File: src/rtl/fpnew_shared_apu_wrapper_pkg.sv
// Shared definitions for the APU-to-FPnew sharing wrapper: default sizes and the
// channel-field width helper used to build {channel, id} core tags.
package fpnew_shared_apu_wrapper_pkg;

    localparam int NB_CH_DEF           = 4;
    localparam int ID_WIDTH_DEF        = 9;
    localparam int NB_ARGS_DEF         = 3;
    localparam int DATA_WIDTH_DEF      = 32;
    localparam int OPCODE_WIDTH_DEF    = 6;
    localparam int FLAGS_IN_WIDTH_DEF  = 15;
    localparam int FLAGS_OUT_WIDTH_DEF = 5;
    localparam int RESP_DEPTH_DEF      = 2;
    localparam int FCNT_WIDTH_DEF      = 16;

    // A single channel still carries a 1-bit channel field in the tag.
    function automatic int ch_bits(input int nb_ch);
        return (nb_ch > 1) ? $clog2(nb_ch) : 1;
    endfunction

endpackage

File: src/rtl/fpnew_shared_apu_wrapper_resp_fifo.sv
// Per-channel response FIFO; head data reads as zero while empty.
module fpnew_shared_apu_wrapper_resp_fifo #(
    parameter int DEPTH = 2,
    parameter int WIDTH = 8
) (
    input  logic             clk,
    input  logic             rst_n,
    input  logic             push,
    input  logic [WIDTH-1:0] wdata,
    input  logic             pop,
    output logic [WIDTH-1:0] rdata,
    output logic             empty,
    output logic             full
);
    localparam int PTR_W = (DEPTH > 1) ? $clog2(DEPTH) : 1;
    localparam int CNT_W = $clog2(DEPTH + 1);

    logic [WIDTH-1:0] mem [DEPTH];
    logic [PTR_W-1:0] wr_ptr, rd_ptr;
    logic [CNT_W-1:0] count;
    logic             do_push, do_pop;

    assign empty   = (count == '0);
    assign full    = (count == CNT_W'(DEPTH));
    assign do_pop  = pop & ~empty;
    assign do_push = push & (~full | do_pop);
    assign rdata   = empty ? '0 : mem[rd_ptr];

    always_ff @(posedge clk or negedge rst_n) begin
        if (!rst_n) begin
            wr_ptr <= '0;
            rd_ptr <= '0;
            count  <= '0;
            for (int i = 0; i < DEPTH; i++) mem[i] <= '0;
        end else begin
            if (do_push) begin
                mem[wr_ptr] <= wdata;
                wr_ptr      <= (wr_ptr == PTR_W'(DEPTH - 1)) ? '0 : wr_ptr + 1'b1;
            end
            if (do_pop) rd_ptr <= (rd_ptr == PTR_W'(DEPTH - 1)) ? '0 : rd_ptr + 1'b1;
            if (do_push && !do_pop)      count <= count + 1'b1;
            else if (!do_push && do_pop) count <= count - 1'b1;
        end
    end

endmodule

File: src/rtl/fpnew_shared_apu_wrapper.sv
// Shares one FPnew core among NB_CH APU ports: round-robin issue with per-channel
// credits, {channel, id} tagging, buffered responses and a saturating fault counter.
module fpnew_shared_apu_wrapper
    import fpnew_shared_apu_wrapper_pkg::*;
#(
    parameter int NB_CH           = NB_CH_DEF,
    parameter int ID_WIDTH        = ID_WIDTH_DEF,
    parameter int NB_ARGS         = NB_ARGS_DEF,
    parameter int DATA_WIDTH      = DATA_WIDTH_DEF,
    parameter int OPCODE_WIDTH    = OPCODE_WIDTH_DEF,
    parameter int FLAGS_IN_WIDTH  = FLAGS_IN_WIDTH_DEF,
    parameter int FLAGS_OUT_WIDTH = FLAGS_OUT_WIDTH_DEF,
    parameter int RESP_DEPTH      = RESP_DEPTH_DEF,
    parameter int FCNT_WIDTH      = FCNT_WIDTH_DEF,
    localparam int CH_BITS        = ch_bits(NB_CH)
) (
    input  logic                                       clk,
    input  logic                                       rst_n,
    input  logic [NB_CH-1:0]                           apu_req_i,
    output logic [NB_CH-1:0]                           apu_gnt_o,
    input  logic [NB_CH-1:0][ID_WIDTH-1:0]             apu_ID_i,
    input  logic [NB_CH-1:0][NB_ARGS-1:0][DATA_WIDTH-1:0] apu_operands_i,
    input  logic [NB_CH-1:0][OPCODE_WIDTH-1:0]         apu_op_i,
    input  logic [NB_CH-1:0][FLAGS_IN_WIDTH-1:0]       apu_flags_i,
    input  logic [NB_CH-1:0]                           apu_rready_i,
    output logic [NB_CH-1:0]                           apu_rvalid_o,
    output logic [NB_CH-1:0][DATA_WIDTH-1:0]           apu_rdata_o,
    output logic [NB_CH-1:0][FLAGS_OUT_WIDTH-1:0]      apu_rflags_o,
    output logic [NB_CH-1:0][ID_WIDTH-1:0]             apu_rID_o,
    output logic                                       fpu_req_o,
    input  logic                                       fpu_gnt_i,
    output logic [CH_BITS+ID_WIDTH-1:0]                fpu_tag_o,
    output logic [NB_ARGS-1:0][DATA_WIDTH-1:0]         fpu_operands_o,
    output logic [OPCODE_WIDTH-1:0]                    fpu_op_o,
    output logic [FLAGS_IN_WIDTH-1:0]                  fpu_flags_o,
    input  logic                                       fpu_rvalid_i,
    input  logic [DATA_WIDTH-1:0]                      fpu_rdata_i,
    input  logic [FLAGS_OUT_WIDTH-1:0]                 fpu_rflags_i,
    input  logic [CH_BITS+ID_WIDTH-1:0]                fpu_rtag_i,
    input  logic                                       fpu_fault_i,
    input  logic                                       fault_clear_i,
    output logic [FCNT_WIDTH-1:0]                      fault_count_o,
    output logic                                       tag_err_o
);
    localparam int CNT_W = $clog2(RESP_DEPTH + 1);

    typedef struct packed {
        logic [CH_BITS-1:0]  ch;
        logic [ID_WIDTH-1:0] id;
    } chan_tag_t;

    typedef struct packed {
        logic [DATA_WIDTH-1:0]      rdata;
        logic [FLAGS_OUT_WIDTH-1:0] rflags;
        logic [ID_WIDTH-1:0]        id;
    } resp_entry_t;

    localparam int ENTRY_W = $bits(resp_entry_t);

    logic [CH_BITS-1:0] rr_ptr, sel;
    logic [NB_CH-1:0]   eligible, pop, push, fifo_empty, fifo_full;
    logic [CNT_W-1:0]   cnt [NB_CH];
    resp_entry_t        fifo_rdata [NB_CH];
    resp_entry_t        wentry;
    chan_tag_t          rtag;
    logic               rtag_valid, issue;

    always_comb begin
        for (int c = 0; c < NB_CH; c++)
            eligible[c] = apu_req_i[c] & (cnt[c] < CNT_W'(RESP_DEPTH));
    end

    // Walk downward so the channel closest to rr_ptr is the last (winning) match.
    always_comb begin : arbiter
        logic [CH_BITS:0] idx;
        idx = '0;
        sel = '0;
        for (int i = NB_CH - 1; i >= 0; i--) begin
            idx = {1'b0, rr_ptr} + (CH_BITS + 1)'(i);
            if (idx >= (CH_BITS + 1)'(NB_CH)) idx = idx - (CH_BITS + 1)'(NB_CH);
            if (eligible[idx[CH_BITS-1:0]]) sel = idx[CH_BITS-1:0];
        end
    end

    assign fpu_req_o      = |eligible;
    assign issue          = fpu_req_o & fpu_gnt_i;
    assign fpu_tag_o      = chan_tag_t'{ch: sel, id: apu_ID_i[sel]};
    assign fpu_operands_o = apu_operands_i[sel];
    assign fpu_op_o       = apu_op_i[sel];
    assign fpu_flags_o    = apu_flags_i[sel];

    assign rtag       = chan_tag_t'(fpu_rtag_i);
    assign rtag_valid = int'(rtag.ch) < NB_CH;
    assign wentry     = resp_entry_t'{rdata: fpu_rdata_i, rflags: fpu_rflags_i, id: rtag.id};

    always_comb begin
        for (int c = 0; c < NB_CH; c++) begin
            apu_gnt_o[c]    = issue & (sel == CH_BITS'(c));
            push[c]         = fpu_rvalid_i & rtag_valid & (rtag.ch == CH_BITS'(c));
            pop[c]          = ~fifo_empty[c] & apu_rready_i[c];
            apu_rvalid_o[c] = ~fifo_empty[c];
            apu_rdata_o[c]  = fifo_rdata[c].rdata;
            apu_rflags_o[c] = fifo_rdata[c].rflags;
            apu_rID_o[c]    = fifo_rdata[c].id;
        end
    end

    for (genvar c = 0; c < NB_CH; c++) begin : g_resp
        fpnew_shared_apu_wrapper_resp_fifo #(
            .DEPTH (RESP_DEPTH),
            .WIDTH (ENTRY_W)
        ) u_fifo (
            .clk   (clk),
            .rst_n (rst_n),
            .push  (push[c] & (~fifo_full[c] | pop[c])),
            .wdata (wentry),
            .pop   (pop[c]),
            .rdata (fifo_rdata[c]),
            .empty (fifo_empty[c]),
            .full  (fifo_full[c])
        );
    end

    always_ff @(posedge clk or negedge rst_n) begin
        if (!rst_n) begin
            rr_ptr        <= '0;
            fault_count_o <= '0;
            tag_err_o     <= 1'b0;
            for (int c = 0; c < NB_CH; c++) cnt[c] <= '0;
        end else begin
            if (issue) rr_ptr <= (sel == CH_BITS'(NB_CH - 1)) ? '0 : sel + 1'b1;
            if (fpu_rvalid_i && !rtag_valid) tag_err_o <= 1'b1;
            if (fault_clear_i) fault_count_o <= '0;
            else if (fpu_fault_i && (fault_count_o != '1)) fault_count_o <= fault_count_o + 1'b1;
            for (int c = 0; c < NB_CH; c++) begin
                if (apu_gnt_o[c] && !pop[c])      cnt[c] <= cnt[c] + 1'b1;
                else if (!apu_gnt_o[c] && pop[c]) cnt[c] <= cnt[c] - 1'b1;
            end
        end
    end

endmodule

File: config.mk
export PLATFORM = sky130hd
export DESIGN_NAME = fpnew_shared_apu_wrapper
export DESIGN_NICKNAME = d
export VERILOG_FILES = /design/src/rtl/fpnew_shared_apu_wrapper_pkg.sv /design/src/rtl/fpnew_shared_apu_wrapper_resp_fifo.sv /design/src/rtl/fpnew_shared_apu_wrapper.sv
export SDC_FILE = /design/constraint.sdc
export NUM_CORES = 1
export LEC_CHECK = 0
export ABC_AREA = 1
export BUFFER_PORTS_ARGS = -buffer_cell sky130_fd_sc_hd__buf_2
export CAP_MARGIN = 15
export CORE_AREA = 2 2 356 358
export DETAILED_ROUTE_END_ITERATION = 12
export DIE_AREA = 0 0 358 360
export GPL_ROUTABILITY_DRIVEN = 0
export PLACE_DENSITY_LB_ADDON = 0.15
export SLEW_MARGIN = 15
export SYNTH_ARGS = -nofsm -noshare
export SYNTH_HDL_FRONTEND = slang
export SYNTH_SLANG_ARGS = --single-unit
File: constraint.sdc
create_clock -name clk -period 3.7 [get_ports clk]
set_input_delay 0.555 -clock clk [delete_from_list [all_inputs] [get_ports clk]]
set_output_delay 0.555 -clock clk [all_outputs]
set_load 0.01 [all_outputs]
Word level (Yosys, flattened, before mapping)
Index checks and enable logic that the tools add are counted.
Operators by class
  reduce and logical (&&, ||, !) cells: 53
  bitwise operators: 53
  multiplexer cells: 79
  div/mod/pow operators: 0
  $mul: 0
  shift-type cells: 0
  equality and inequality tests: 11
  magnitude comparators: 25
  $add $sub $neg: 33
Operators by type and width (number)
  $mux W46: 20
  $bwmux W92: 4
  $bmux W96 S2: 1
  $demux W46 S1: 4
  $mux W96: 1
  $mux W2: 25
  $mux W16: 2
  $bmux W15 S2: 1
  $and A1 B1 Y1: 29
  $sub A2 B1 Y2 const B: 12
  $logic_and A1 B1 Y1: 21
  $add A2 B1 Y2 const B: 9
  $bmux W9 S2: 1
  $reduce_bool A2 Y1: 9
  $add A16 B1 Y16 const B: 1
  $eq A2 B2 Y1 const B: 8
  $ge A2 B2 Y1 const B: 8
  $logic_not A1 Y1: 16
  $ne A16 B16 Y1 const B: 1
  $not A1 Y2: 8
  $lt A2 B3 Y1 const B: 5
  $mux W15: 1
  $bmux W6 S2: 1
  $logic_not A2 Y1: 6
  other kinds (15): 60
Storage, ports and cells
  logic and storage cells: 280
  bits in latches: 0
  bits in read-only memories: 0
  output and inout bits: 338
  input port bits: 566
  bits in registers: 410
  bits in writable memories: 0
  memories: 0

Depth between registers and ports, before layout
  depth after elaboration: 15
  mapped depth: 18
  depth with buffers taken out: 15

By module
From an unflattened synthesis, not the netlist that was laid out.
Unflattened totals
  cell total of the unflattened synthesis: 3982
  area total of the unflattened synthesis: 26556.7 um2
Modules (own cells, without submodules)
  fpnew_shared_apu_wrapper_resp_fifo: cells an instance 591, area an instance 4738.3 um2, sequential area each 2402.3 um2, times used 4
  fpnew_shared_apu_wrapper: cells an instance 1618, area an instance 7603.5 um2, sequential area each 650.6 um2, times used 1

Worst setup path after synthesis
Ideal clock, no wire load.
  path type: input-to-reg
  from: in apu_req_i[3]
  to: reg cnt[7] (netlist name)
  stages on the path: 16
  required time: 3.569 ns
  arrival time: 2.313 ns
  setup time: 0.131 ns
  path slack: 1.256 ns
  path buffers: 3
  cell sequence: nand3_1 nand2_1 nand2_1 nand2_1 inv_2 nand2_2 nand2_2 buf_6 buf_6 buf_6 nand3_1 nor2_1 ha_1 a21oi_1 o21ai_0 xor2_1
Between the ends
  longest elaborated chain between the ends: 12
  elaborated cells on any way between the ends: 22
  classes of those cells: mux: 13; bitwise: 3; reduce/logical: 6
Ends and longest elaborated chain
  from (decl): line fpnew_shared_apu_wrapper.sv:19  | input logic [NB_CH-1:0] apu_req_i,
  $and A1 B1 Y1 (*): line fpnew_shared_apu_wrapper.sv:70  | eligible[c] = apu_req_i[c] & (cnt[c] < CNT_W'(RESP_DEPTH));
  $bmux W1 S2: line fpnew_shared_apu_wrapper.sv:81  | if (eligible[idx[CH_BITS-1:0]]) sel = idx[CH_BITS-1:0];
  $mux W1 (implied by the code): line fpnew_shared_apu_wrapper.sv:81
  $mux W2 (4 in series): line fpnew_shared_apu_wrapper.sv:81
  $logic_not A2 Y1: line fpnew_shared_apu_wrapper.sv:98  | apu_gnt_o[c] = issue & (sel == CH_BITS'(c));
  $and A1 B1 Y1 (*): line fpnew_shared_apu_wrapper.sv:98
  named net apu_gnt_o[0]: line fpnew_shared_apu_wrapper.sv:20  | output logic [NB_CH-1:0] apu_gnt_o,
  $logic_not A1 Y1: line fpnew_shared_apu_wrapper.sv:137  | else if (!apu_gnt_o[c] && pop[c]) cnt[c] <= cnt[c] - 1'b1;
  $logic_and A1 B1 Y1: line fpnew_shared_apu_wrapper.sv:137
  $reduce_bool A2 Y1 (no line)
  to (signal, indexed assignment): line fpnew_shared_apu_wrapper.sv:136  | if (apu_gnt_o[c] && !pop[c]) cnt[c] <= cnt[c] + 1'b1;
  to (signal, indexed assignment): line fpnew_shared_apu_wrapper.sv:137
  to (decl): line fpnew_shared_apu_wrapper.sv:62  | logic [CNT_W-1:0] cnt [NB_CH];
Mark *: on every way through the listed nets, which the timed path passes. The rest lies on a longest branch. The select of a mux whose other input is x is not followed.
A chain may end at the register's enable or synchronous reset.

==> impl_metrics.env <==
export IMPL_status="complete, no violations"
export IMPL_final_common_cell="nand2_1"
export IMPL_dp_cells=6024
export IMPL_yosys_warnings=0
export IMPL_path_max_fanout=18
export IMPL_layout_nets=5032
export IMPL_syn_mean_instance_area_um2=6.68
export IMPL_timing_final_crit_share_pct=97.6
export IMPL_async_reset_ff_share_pct=100
export IMPL_max_slew_margin_rel_pct=29.4
export IMPL_rrSetupSlack_ps=720
export IMPL_drv_slew=0
export IMPL_grtUsageTotal_pct=23.8
export IMPL_grtUsageMet2_pct=38.9
export IMPL_drtAntennaViolNets=0
export IMPL_mostFrequentLayoutCells="1163 x nand2_1, 894 x buf_2, 592 x inv_1, 511 x nand3_1, 405 x dfrtp_1"
export IMPL_grt_util_met3_pct=6.29
export IMPL_yosys_register_bits=410
export IMPL_grt_start_max_net_pins=94
export IMPL_end_kind="output pin"
export IMPL_critPathArrivalTime_ps=3060
export IMPL_synthFlopType="dfrtp_1"
export IMPL_grt_use_met1_pct=28.4
export IMPL_dr_first_iter_drc_count=2934
export IMPL_fin_crit_ps=3610
export IMPL_cts_made_buffers=49
export IMPL_vdd_drop_max_mv=0.701
export IMPL_instances_no_fill=6162
export IMPL_netlist_instances=3658
export IMPL_fin_setup_tns_ps=0
export IMPL_max_cap_viol_count=0
export IMPL_synth_area_um2=24500
export IMPL_cpPeakStageDelay_ps=520
export IMPL_drive_above_1_share_pct=25.5
export IMPL_area_growth_pct=35.6
export IMPL_drcViolationCount=0
export IMPL_final_hold_violation_count=0
export IMPL_leakage_nw=18.6
export IMPL_power_density_nw_per_um2=1220
export IMPL_cts_sinks=410
export IMPL_cts_max_level=2
export IMPL_io_buffers=902
export IMPL_cp_start_kind="register"
export IMPL_worstSetupPathType="register to output pin"
export IMPL_wl_per_cell_um=26.0
export IMPL_crit_chain="buf_2 -> nand3_1 -> nand3_1 -> nand2_2 -> nand2_4 -> nand3_4 -> buf_12 -> buf_12 -> buf_4 -> clkbuf_16 -> nand3_1 -> nand3_1 -> nand2_1 -> buf_2"
export IMPL_cp_required_ps=3140
export IMPL_io_pins=904
export IMPL_max_freq_ghz=0.277
export IMPL_setup_viol=0
export IMPL_min_path_type="input pin to register"
export IMPL_cts_root_buf="clkbuf_16"
export IMPL_routed_wl_um=160000
export IMPL_tritoncts="done"
export IMPL_clk_pin_slew_ps=60
export IMPL_die_area_um2=129000
export IMPL_busiest_layer="met2"
export IMPL_place_hpwl_um=119000
export IMPL_finClkSkew_ps=42.5
export IMPL_place_area_um2=30800
export IMPL_worst_slew_pin_slew_ps=1060
export IMPL_grt_overflow=0
export IMPL_die_x_um=358
export IMPL_min_from="fault_clear_i"
export IMPL_drtPass1Iterations=7
export IMPL_viasPerCell=4.53
export IMPL_grt_pass1_wl_um=217000
export IMPL_std_cell_rows=130
export IMPL_yosysSeqAreaShare_pct=42.0
export IMPL_r2r_start="rr_ptr[0]"
export IMPL_regArea_um2=10300
export IMPL_synth_edf_count=0
export IMPL_num_vias=27900
export IMPL_grt_pass1_vias=26900
export IMPL_start_util_pct=19.6
export IMPL_antenna_found_initial=44
export IMPL_cp_common_cell="nand3_1"
export IMPL_clk_path_buf_depth=3
export IMPL_crit_end="fpu_operands_o[2]"
export IMPL_multi_input_area_um2=11000
export IMPL_nFillCells=14300
export IMPL_coreArea_um2=125000
export IMPL_rr_worst_depth=15
export IMPL_syn_num_nets=4233
export IMPL_die_h_um=360
export IMPL_fin_area_um2=33200
export IMPL_crit_start="rr_ptr[0]"
export IMPL_yosysUniqueCellTypes=31
export IMPL_r2r_end="cnt[7]"
export IMPL_critPathSlowestCell="dfrtp_4"
export IMPL_clk_latency_ps=610
-- worst max-delay path, delay by kind of cell, from the launching register on --
kind	cells	cell delay, ps
buf+inv	6	970
flops	1	520
simple gates	8	940
-- sequential cells by signal, summed over array words and instances, names as in the netlist --
name	flops
rr_ptr	2
fault_count_o	16
g_resp.u_fifo.wr_ptr	4
g_resp.u_fifo.rd_ptr	4
g_resp.u_fifo.count	8
cnt	8
g_resp.u_fifo.mem	368
-- cells in the mapped netlist, types with 2 or more instances --
cell	count	area [um2]
nand3_1	531	2660
clkbuf_1	80	300
nand2_1	1179	4430
buf_6	15	169
inv_1	597	2240
nor2_1	23	86.3
dfrtp_1	410	10300
xnor2_1	12	105
ha_1	9	113
buf_2	112	561
buf_4	15	113
nor3_1	13	65.1
xor2_1	12	105
a21oi_1	201	1010
or2_2	3	18.8
inv_2	2	7.51
or2_1	2	12.5
buf_1	34	128
nand4_1	7	43.8
o31ai_1	2	15.0
o21ai_0	385	1930
nand2_2	5	31.3
-- how the worst min path moves through the flow --
| stage | end | slack, ps | depth (start not counted) |
|---|---|---|---|
| 3_3_place_gp | cnt[6] | 460 | 1 |
| 2_1_floorplan | cnt[0] | 260 | 0 |
| 3_5_place_dp | cnt[0] | 460 | 1 |
| 5_1_grt | fault_count_o[0] | 220 | 2 |
| 6_report | fault_count_o[0] | 250 | 2 |
| 4_1_cts | fault_count_o[0] | 200 | 2 |
-- layer usage --
| layer | vias to the layer above | wire [um] |
|---|---|---|
| li1 | 13000 | - |
| met1 | 13400 | 62100 |
| met2 | 1212 | 75300 |
| met3 | 262 | 13700 |
| met4 | 18 | 8910 |
| met5 | - | 121 |
-- where the power goes --
group	internal [mW]	leakage, nW	total, mW	switching, mW
Sequential	6.55	5.13	7.66	1.12
Combinational	8.25	12.7	27.9	19.6
Clock	2.88	0.800	4.89	2.01
-- layout make-up --
type | count | share of cell area [%]
antenna | 19 | 0.143
clock buffer | 75 | 4.45
clock inverter | 12 | 0.441
inverter | 600 | 6.81
multi-input combinational | 2396 | 33.2
sequential | 410 | 31.0
tap | 1650 | 6.23
timing repair buffer | 1000 | 17.7
-- cell families (layout without fill, tap and decap cells) --
logic type	after synthesis	in the layout	synth area share, %
other cells	1	20	0.0153
compound gates	593	593	12.2
xor+xnor	24	24	0.860
simple gates	1765	1769	30.1
buf+inv	856	1687	14.4
flops	410	410	42.0
fa+ha+maj	9	9	0.461
-- what timing repair did --
| action | 4_1_cts | 5_1_grt |
|---|---|---|
| endpoints found under the hold margin | 31 | 0 |
| setup buffers | 3 | 16 |
| gates cloned | 2 | 10 |
| hold buffers | 1 | 0 |
| resized for setup | 10 | 57 |
| endpoints found under the setup margin | 113 | 98 |
| pin swaps | 1 | 4 |
-- per-stage QoR --
step           utilization (%)  power (mW)  hold slack [ps]  setup slack, ps
4_1_cts                   26.0        39.1              204             3.07
3_5_place_dp              24.6        33.8              463              412
6_report                  26.5        40.4              254             89.2
5_1_grt                   26.5        42.5              222            -1.06
2_1_floorplan                -        20.1              259             1260
3_3_place_gp              24.6        33.8              464              392
Power figures use the tool's default switching activity.
